[config.mk]
export PLATFORM = sky130hd
export DESIGN_NAME = imem_load_arbiter
export DESIGN_NICKNAME = d
export VERILOG_FILES = /design/src/rtl/imem_load_arbiter_pkg.sv /design/src/rtl/imem_byte_packer.sv /design/src/rtl/imem_load_arbiter.sv
export SDC_FILE = /design/constraint.sdc
export NUM_CORES = 1
export LEC_CHECK = 0
export CAP_MARGIN = 10
export CELL_PAD_IN_SITES_DETAIL_PLACEMENT = 0
export CELL_PAD_IN_SITES_GLOBAL_PLACEMENT = 2
export CORE_ASPECT_RATIO = 1.75
export CORE_MARGIN = 1.5
export CORE_UTILIZATION = 25
export DETAILED_ROUTE_END_ITERATION = 8
export PLACE_DENSITY = 0.86
export SETUP_SLACK_MARGIN = 0.4
export SYNTH_ARGS = -nofsm -noshare
export SYNTH_HDL_FRONTEND = slang
export SYNTH_SLANG_ARGS = --single-unit
[constraint.sdc]
create_clock -name clk -period 4.8 [get_ports clk]
set_clock_uncertainty 0.05 [all_clocks]
set_input_delay 0.96 -clock clk [delete_from_list [all_inputs] [get_ports clk]]
set_output_delay 0.96 -clock clk [all_outputs]
set_load 0.005 [all_outputs]
[src/rtl/imem_load_arbiter_pkg.sv]
// Shared definitions for the instruction-memory load/fetch arbiter.
// State encoding plus instruction constants.
package imem_load_arbiter_pkg;

    typedef enum logic [1:0] {
        S_LOAD  = 2'd0,
        S_FLUSH = 2'd1,
        S_RUN   = 2'd2
    } state_t;

    localparam logic [31:0] NOP_INST   = 32'h0000_0013;
    localparam int          INST_BYTES = 4;

endpackage

[src/rtl/imem_byte_packer.sv]
// Packs loader bytes little-endian into 32-bit words; one-cycle registered write strobe.
// Latency: word write issued the cycle after its lane-3 byte (or after ld_done for a partial word).
module imem_byte_packer
    import imem_load_arbiter_pkg::*;
#(
    parameter int DEPTH = 128,
    parameter int PTR_W = $clog2(DEPTH + 1)
) (
    input  logic        clk,
    input  logic        rst,
    input  logic        clr,
    input  logic        xfer,
    input  logic        done,
    input  logic [7:0]  ld_byte,
    output logic        partial,
    output logic        word_we,
    output logic [63:0] word_addr,
    output logic [31:0] word_data,
    output logic        overflow
);

    logic [PTR_W-1:0] wr_ptr;
    logic [PTR_W-1:0] ptr_d;
    logic [31:0]      asm_q;
    logic [31:0]      asm_d;
    logic             in_range;
    logic             take;
    logic             we_d;

    always_comb begin
        in_range = wr_ptr < PTR_W'(DEPTH);
        take     = xfer && in_range;
        asm_d    = asm_q;
        ptr_d    = wr_ptr;
        if (take) begin
            asm_d[{wr_ptr[1:0], 3'b000} +: 8] = ld_byte;
            ptr_d = wr_ptr + PTR_W'(1);
        end
        partial = ptr_d[1:0] != 2'b00;
        // Missing lanes of a partial word are already zero: asm_q is cleared after every write.
        we_d    = (take && wr_ptr[1:0] == 2'd3) || (done && partial);
    end

    always_ff @(posedge clk or posedge rst) begin
        if (rst) begin
            wr_ptr    <= '0;
            asm_q     <= '0;
            word_we   <= 1'b0;
            word_addr <= '0;
            word_data <= '0;
            overflow  <= 1'b0;
        end else if (clr) begin
            wr_ptr   <= '0;
            asm_q    <= '0;
            word_we  <= 1'b0;
            overflow <= 1'b0;
        end else begin
            wr_ptr  <= ptr_d;
            asm_q   <= we_d ? 32'h0 : asm_d;
            word_we <= we_d;
            if (we_d) begin
                word_addr <= {{(64 - PTR_W){1'b0}}, wr_ptr[PTR_W-1:2], 2'b00};
                word_data <= asm_d;
            end
            if (xfer && !in_range) begin
                overflow <= 1'b1;
            end
        end
    end

endmodule

[src/rtl/imem_load_arbiter.sv]
// Shares the instruction-memory port between the byte loader and the IF stage.
// Fetch latency 1 cycle; loader throttled only by ld_ready (high throughout S_LOAD).
module imem_load_arbiter
    import imem_load_arbiter_pkg::*;
#(
    parameter int DEPTH         = 128,
    parameter bit LOAD_ON_RESET = 1'b1
) (
    input  logic        clk,
    input  logic        reset,
    input  logic        ld_valid,
    input  logic [7:0]  ld_byte,
    output logic        ld_ready,
    input  logic        ld_done,
    input  logic        load_start,
    input  logic        fetch_req,
    input  logic [63:0] fetch_addr,
    output logic        fetch_valid,
    output logic [31:0] fetch_inst,
    output logic        fetch_fault,
    output logic        cpu_run,
    output logic        ld_overflow,
    output logic [63:0] mem_addr,
    output logic        mem_we,
    output logic [31:0] mem_wdata,
    input  logic [31:0] mem_rdata
);

    localparam state_t RST_STATE = LOAD_ON_RESET ? S_LOAD : S_RUN;

    state_t      state;
    logic        in_load;
    logic        in_run;
    logic        pk_partial;
    logic        pk_we;
    logic [63:0] pk_addr;
    logic        bad_addr;

    assign in_load  = state == S_LOAD;
    assign in_run   = state == S_RUN;
    assign bad_addr = (fetch_addr[1:0] != 2'b00) || (fetch_addr > 64'(DEPTH - INST_BYTES));

    imem_byte_packer #(.DEPTH(DEPTH)) u_packer (
        .clk       (clk),
        .rst       (reset),
        .clr       (in_run && load_start),
        .xfer      (in_load && ld_valid),
        .done      (in_load && ld_done),
        .ld_byte   (ld_byte),
        .partial   (pk_partial),
        .word_we   (pk_we),
        .word_addr (pk_addr),
        .word_data (mem_wdata),
        .overflow  (ld_overflow)
    );

    // A final word still draining in the first run cycle keeps the port.
    assign mem_we   = pk_we;
    assign mem_addr = (!pk_we && in_run && fetch_req) ? fetch_addr : pk_addr;

    always_ff @(posedge clk or posedge reset) begin
        if (reset) begin
            state       <= RST_STATE;
            ld_ready    <= LOAD_ON_RESET;
            cpu_run     <= !LOAD_ON_RESET;
            fetch_valid <= 1'b0;
            fetch_inst  <= NOP_INST;
            fetch_fault <= 1'b0;
        end else begin
            fetch_valid <= 1'b0;
            fetch_fault <= 1'b0;
            case (state)
                S_LOAD: begin
                    if (ld_done) begin
                        ld_ready <= 1'b0;
                        if (pk_partial) begin
                            state <= S_FLUSH;
                        end else begin
                            state   <= S_RUN;
                            cpu_run <= 1'b1;
                        end
                    end
                end
                S_FLUSH: begin
                    state   <= S_RUN;
                    cpu_run <= 1'b1;
                end
                S_RUN: begin
                    if (load_start) begin
                        state    <= S_LOAD;
                        ld_ready <= 1'b1;
                        cpu_run  <= 1'b0;
                    end else if (fetch_req) begin
                        fetch_valid <= 1'b1;
                        fetch_fault <= bad_addr;
                        fetch_inst  <= bad_addr ? NOP_INST : mem_rdata;
                    end
                end
                default: begin
                    state <= RST_STATE;
                end
            endcase
        end
    end

endmodule

Word-level counts from Yosys, hierarchy flattened
Cells that the tools add are included.
Widths: inputs -> output; s select.
{"block": "totals", "output_inout_bits": 134, "elab_cells": 80, "input_bits": 110, "regBits": 118}
{"block": "op_classes", "shift": 2, "reduce_logical": 25, "n_addsub": 2, "mux": 28, "bitwise_logic": 2, "n_eq_ne": 6, "order_cmp": 2}
{"cell": "$mux 32", "n": 4}
{"cell": "$gt 64x7->1 const B", "n": 1}
{"cell": "$mux 64", "n": 1}
{"cell": "$bwmux 32", "n": 1}
{"cell": "$shift 8x7->32 const A", "n": 1}
{"cell": "$shiftx 8x7->32", "n": 1}
{"cell": "$mux 8", "n": 2}
{"cell": "$mux 1", "n": 14}
{"cell": "$reduce_bool 2->1", "n": 5}
{"cell": "$logic_and 1x1->1", "n": 9}
{"cell": "$add 8x1->8 const B", "n": 1}
{"cell": "$lt 8x8->1 const B", "n": 1}
{"cell": "$neg 5->7", "n": 1}
{"cell": "$mux 2", "n": 3}
{"cell": "$ne 2x2->1 const B", "n": 3}
{"cell": "$pmux 2 s3", "n": 1}
{"cell": "$reduce_and 3->1", "n": 2}
{"cell": "$eq 2x2->1 const B", "n": 2}
{"cell": "$reduce_and 2->1", "n": 2}
{"cell": "$reduce_and 4->1", "n": 1}
{"cell": "$pmux 1 s3", "n": 1}
{"cell": "$reduce_bool 3->1", "n": 1}
{"cell": "$eq 2x1->1 const B", "n": 1}
{"cell": "$logic_not 1->1", "n": 2}
{"cell": "4 further kinds", "n": 6}

Depth between registers and ports, before layout
Gate-level depths: netlist (run 1).
{"block": "depth", "depth_word": 9, "ltp_mapped": 8, "mapped_depth_nobuf": 6}

By module
From an unflattened synthesis (run 1), not the netlist that was laid out.
{"block": "unflattened", "hier_cells": 569, "area_unflattened_um2": 6566.3}
{"mod": "imem_byte_packer", "instances": 1, "cells_per_inst": 309, "area_each_um2": 3853.7, "seq_area_each_um2": 2001.9}
{"mod": "imem_load_arbiter", "instances": 1, "cells_per_inst": 260, "area_each_um2": 2712.6, "seq_area_each_um2": 955.9}

Least setup slack after synthesis (run 1)
Ideal clock, no wire load.
{"block": "synth_timing", "path_kind": "input-to-output", "from": "in fetch_req", "to": "out mem_addr[6]", "slack_ns": 1.914, "stages": 4, "required_ns": 3.790, "arrival_time_ns": 1.876, "path_cell_list": "nand2_1 nor2_2 clkbuf_1 mux2_2"}
{"block": "synth_between", "elab_chain_cells": 2}
{"element": "start: declaration", "line": "imem_load_arbiter.sv:16", "text": "input logic fetch_req,"}
{"element": "$logic_and 1x1->1", "line": "imem_load_arbiter.sv:59", "text": "assign mem_addr = (!pk_we && in_run && fetch_req) ? fetch_addr : pk_addr;"}
{"element": "$mux 64", "line": "imem_load_arbiter.sv:59"}
{"element": "end: declaration", "line": "imem_load_arbiter.sv:23", "text": "output logic [63:0] mem_addr,"}
No other way between the ends.

Worst setup path in the final report (run 1)
{"block": "layout_timing", "from": "in fetch_req", "to": "out mem_addr[50]"}
The elaborated chain is that of the path after synthesis.

==> flow_summary.toml, run 1 <==
[floorplanning]
start_util_pct = 25.5
ioPinCount = 244
dieArea_um2 = 24000
die_w_um = 118
rows = 73
die_y_um = 204
coreArea_um2 = 22700

[clocking]
clock_latency_ps = 410
cts_buffers = 17
htree_num_levels = 4
clk_pin_slew_ps = 60
holdBufCountCts = 0
post_cts_resized = 0
clock-sinks = 118
cts_tree = "built"
clock_path_buffers = 2
root_buffer = "clkbuf_16"
post-cts-setup-buffer-count = 0

[logic_synthesis]
synth.most_common_cell = "dfrtp_1"
synth_edf_count = 0
synthTopCellsByArea = "dfrtp_1 49%, and2_1 6.7%, mux2i_1 5.5%"
ys.flop_type = "dfrtp_1"
syn-num-nets = 685
synth_top_area_cell = "dfrtp_1"
synthCells = 569
avgSynthCellArea_um2 = 10.1
netlist_top_cells_count = "114 x dfrtp_1, 69 x inv_1, 62 x and2_1, 43 x nand2_1, 35 x nor3_1"
synth_cell_types = 44
syn-cell-area_um2 = 5770
synth_warnings = 0
ys_ff_latch = 118
postSynth.asyncResetShare_pct = 100
yosysTopAreaCellShare_pct = 49.4
yosysSeqAreaShare_pct = 51.2

[detailed_routing]
vias = 5046
drc_errors = 0
dr.pass1.iters = 4
ant_nets = 0
wl_um = 19000
wl_per_cell_um = 17.1
viasPerCell = 4.53
first_iter_violations = 272

[timing]
period_minus_slack_ps = 4080
tightest_slew_ps = 1010
slew_headroom_pct = 32.3
drv_slew = 0
max_clock_freq_mhz = 245
hold_viol = 0
rsz0062_at_grt = "false"
holdWs_ps = 421
tns_ps = 0
finalCritPeriodShare_pct = 85.0
setup_viol = 0

[grt]
grt_pass1_vias = 5124
grt_max_degree = 70
grt.overflow.total = 0
antenna_found_initial = 1
grt_usage_pct = 15.8
grt_pass1_wl_um = 29300

[setup_path]
cp.arrival_ps = 3070
critical_path_required_ps = 3790
crit_path_max_fanout = 38
r2r_slack_ps = 2200
crit_path_end_kind = "output pin"
crit_type = "in2out"
critPathLaunchType = "primary input"

[hold_path]
hp-class = "reg2reg"

[finish]
final_area_um2 = 9010
area_growth_pct = 56.1
drive_above_1_share_pct = 7.63
final_cells = 1114
nets = 916

[placement]
port_buffers = 243
dp.cells = 1081
dp_hpwl_um = 13900
gp_congestion = 0.898
place_area_um2 = 8440

[power_and_ir_drop]
design_power_total_mw = 3.59
p_leak_nw = 3.74
ir_drop_v = 0.000201
powerDensity_nw_per_um2 = 398

[flow_run]
maxCapViolCount = 0

[outcome]
status = "finished clean"
placed cells by master, fill, tap and decap left out, drive strengths merged, types with 5 or more instances in the layout:
cell	synthesis	final
a21boi	24	24
a22oi	8	8
a31oi	25	25
and2	62	62
buf	23	9
clkbuf	17	19
clkdlybuf4s50	0	243
clkinvlp	0	6
dfrtp	114	114
ha	6	6
inv	69	73
mux2	13	13
mux2i	32	32
nand2	43	43
nor2	9	9
nor3	35	35
nor4	14	14
o31ai	29	29
xor2	5	5
stage by stage:
stage / util, % / setup WS, ps
after floorplan: - / 668
after global placement: 37.3 / 728
after detailed placement: 37.3 / 685
after CTS: 39.8 / 681
after global routing: 39.8 / 546
final: 39.8 / 721
power breakdown:
group | switching, mW | total, mW | internal [mW]
Combinational | 0.570 | 1.17 | 0.598
Clock | 0.482 | 1.21 | 0.731
Sequential | 0.0870 | 1.21 | 1.12
cell type report:
cell class	instances	area, um^2
Clock buffer	19	443
Multi-Input combinational cell	342	2330
Antenna cell	1	2.50
Tap cell	300	375
Inverter	69	262
Fill cell	2312	13600
Clock inverter	13	124
Timing Repair Buffer	252	2510
Sequential cell	118	2960
kinds of logic (layout without fill, tap and decap cells):
group           count (synthesis)  in the layout  share of synthesized area (%)
xor+xnor                        5              5                          0.759
flops                         118            118                           51.2
buf+inv                       109            353                           8.67
mux                            45             45                           8.09
compound gates                102            102                           12.5
other cells                     0              1                              0
simple gates                  184            184                           17.4
fa+ha+maj                       6              6                           1.30
state kept, by name, indices dropped and copies added (netlist names), 2 cells and up:
register and count:
u_packer.wr_ptr 8, state 2, u_packer.word_data 32, fetch_inst 32, u_packer.asm_q 32, u_packer.word_addr 6
layer usage:
layer	track usage, %	share of wire [%]
met1	16.1	36
met2	30.9	57
met3	3.85	5.9
met4	5.44	1.8
met5	0	0
worst max-delay path: stages:
cell             delay, ps
clkdlybuf4s50_1        500
nand2_1                 90
nor2_4                 510
buf_4                  330
and2_1                 160
clkdlybuf4s50_1        520
path summary, 6_finish.rpt:
check,startpoint,endpoint,cells after the start
max,fetch_req,mem_addr[50],6
min,fetch_inst[3],fetch_inst[3],2
max reg2reg,u_packer.wr_ptr[0],u_packer.word_data[11],7
min reg2reg,fetch_inst[3],fetch_inst[3],2
max in group asynchronous,reset,u_packer.asm_q[27],3
min in group asynchronous,reset,fetch_inst[13],2
Note: power is estimated with default switching activity, not from simulation.
==> inputs of run 2 (changes only) <==
--- a/config.mk
+++ b/config.mk
@@ -10,9 +10,9 @@
 export CELL_PAD_IN_SITES_GLOBAL_PLACEMENT = 2
 export CORE_ASPECT_RATIO = 1.75
 export CORE_MARGIN = 1.5
-export CORE_UTILIZATION = 25
+export CORE_UTILIZATION = 23
 export DETAILED_ROUTE_END_ITERATION = 8
-export PLACE_DENSITY = 0.86
+export PLACE_DENSITY = 0.84
 export SETUP_SLACK_MARGIN = 0.4
 export SYNTH_ARGS = -nofsm -noshare
 export SYNTH_HDL_FRONTEND = slang
==> constraint.sdc (replaced) <==
create_clock -name clk -period 3.6 [get_ports clk]
set_clock_uncertainty 0.05 [all_clocks]
set_input_delay 0.72 -clock clk [delete_from_list [all_inputs] [get_ports clk]]
set_output_delay 0.72 -clock clk [all_outputs]
set_load 0.005 [all_outputs]
==> flow_summary.toml, run 2 (synthesized netlist as in run 1, its figures left out) <==
[clocking]
clock-sinks = 118
clock_latency_ps = 420
htree_num_levels = 4
clock_path_buffers = 2
clk_pin_slew_ps = 50
root_buffer = "clkbuf_16"
cts_buffers = 17
cts_tree = "built"

[setup_path]
crit_path_end_kind = "output pin"
startpoint = "state[0]"
r2r_start = "u_packer.wr_ptr[0]"
cp.arrival_ps = 2220
critPathLaunchType = "register"
crit_type = "reg2out"
crit_path_end = "mem_addr[5]"
r2r_slack_ps = 1110
crit_path_max_fanout = 7
reg2reg_depth = 7
r2r_end = "u_packer.word_data[1]"
critical_path_required_ps = 2830

[timing]
hold_viol = 0
period_minus_slack_ps = 2990
tns_ps = 0
slew_headroom_pct = 41.5
setup_viol = 0
tightest_slew_ps = 871
rsz0062_at_grt = "false"
max_clock_freq_mhz = 335
finalCritPeriodShare_pct = 82.9
holdWs_ps = 422
drv_slew = 0

[finish]
final_cells = 1137
final_cell_mix = "242 x clkdlybuf4s50_1, 113 x dfrtp_1, 68 x inv_1"
register_area_um2 = 2960
nets = 928
antenna_cells = 0
final_common_cell = "clkdlybuf4s50_1"
area_growth_pct = 60.4
drive_above_1_share_pct = 9.45
multi_input_area_um2 = 2340
largest_registers = "fetch_inst: 32 flops, u_packer.asm_q: 32 flops, u_packer.word_data: 32 flops"
fillers = 2468

[power_and_ir_drop]
design_power_total_mw = 5.07
ir_drop_v = 0.000296
switching_share_pct = 31.5
seqPwrFrac_pct = 31.7
p_clk_share_pct = 34.0
comb_power_share_pct = 34.3
p_leak_nw = 3.87
p_int_mw = 3.47
powerDensity_nw_per_um2 = 547
switchingPower_mw = 1.60

[detailed_routing]
first_iter_violations = 199
drc_errors = 0
viasPerCell = 4.46
vias = 5070
dr.pass1.iters = 4
wl_um = 19600
wl_per_cell_um = 17.2
ant_nets = 0

[floorplanning]
start_util_pct = 23.4
ioPinCount = 244
dieArea_um2 = 26100
coreArea_um2 = 24600
rows = 76
die_y_um = 213
die_w_um = 123

[flow_run]
maxCapViolCount = 0

[placement]
port_buffers = 243
dp.cells = 1097
gp_congestion = 0.742
dp_hpwl_um = 14000

[grt]
grt_pass1_vias = 4974
grt_usage_pct = 14.9
grt.overflow.total = 0
grt_max_degree = 71
antenna_found_initial = 0
grt_pass1_wl_um = 28500

[hold_path]
hp-class = "reg2reg"

[outcome]
status = "finished clean"
## run 2: cell type report
type	count	area share, %
flip-flops and latches	118	32.0
well taps	312	4.22
inverters	69	2.84
clock inverters	14	1.76
clock buffers	18	4.74
repair buffers	264	29.2
multi-input cells	342	25.3
## run 2: how the worst min path moves through the flow
stage	from	to	slack [ps]	cells after the start
floorplan	fetch_inst[10]	fetch_inst[10]	420	2
global placement	fetch_inst[16]	fetch_inst[16]	410	2
detailed placement	fetch_inst[17]	fetch_inst[17]	420	2
CTS	fetch_inst[22]	fetch_inst[22]	430	2
global route	fetch_inst[3]	fetch_inst[3]	440	2
finish	fetch_inst[28]	fetch_inst[28]	420	2
## run 2: power by group through the flow
stage | registers (mW) | logic [mW] | clock network (mW)
after floorplan | 1.62 | 0.816 | 0
after global placement | 1.64 | 1.63 | 0
after detailed placement | 1.64 | 1.62 | 0
after CTS | 1.62 | 1.70 | 1.78
after global routing | 1.63 | 1.89 | 1.83
final | 1.61 | 1.74 | 1.72
## run 2: routing by layer
metal	up-vias	track usage (%)	share of wire, %
met5	-	0	0
met4	0	7.58	3.6
met3	33	3.41	6.9
met2	215	28.3	56
met1	2395	14.6	34
li1	2427	-	-
## run 2: timing repair
| action | CTS | global route |
|---|---|---|
| buffers inserted | 1 | 4 |
| pin swaps | 0 | 1 |
| hold buffers | 0 | 0 |
| gates cloned | 2 | 1 |
| resized for setup | 2 | 5 |
| hold endpoints to repair | 0 | 0 |
| setup endpoints to repair | 9 | 58 |
## run 2: metrics by stage
stage	setup slack, ps	instance area, um^2	utilization [%]
final	615	9260	37.6
after global routing	520	9260	37.6
after CTS	387	9190	37.3
after detailed placement	351	8510	34.6
after global placement	376	8510	34.6
after floorplan	1190	5780	-
## run 2: critical path: stages (launching register included)
cell and delay [ps]:
dfrtp_1 400, nor2b_4 150, nand2_2 80, nor2_4 210
buf_12 170, mux2_2 330, clkdlybuf4s50_1 450
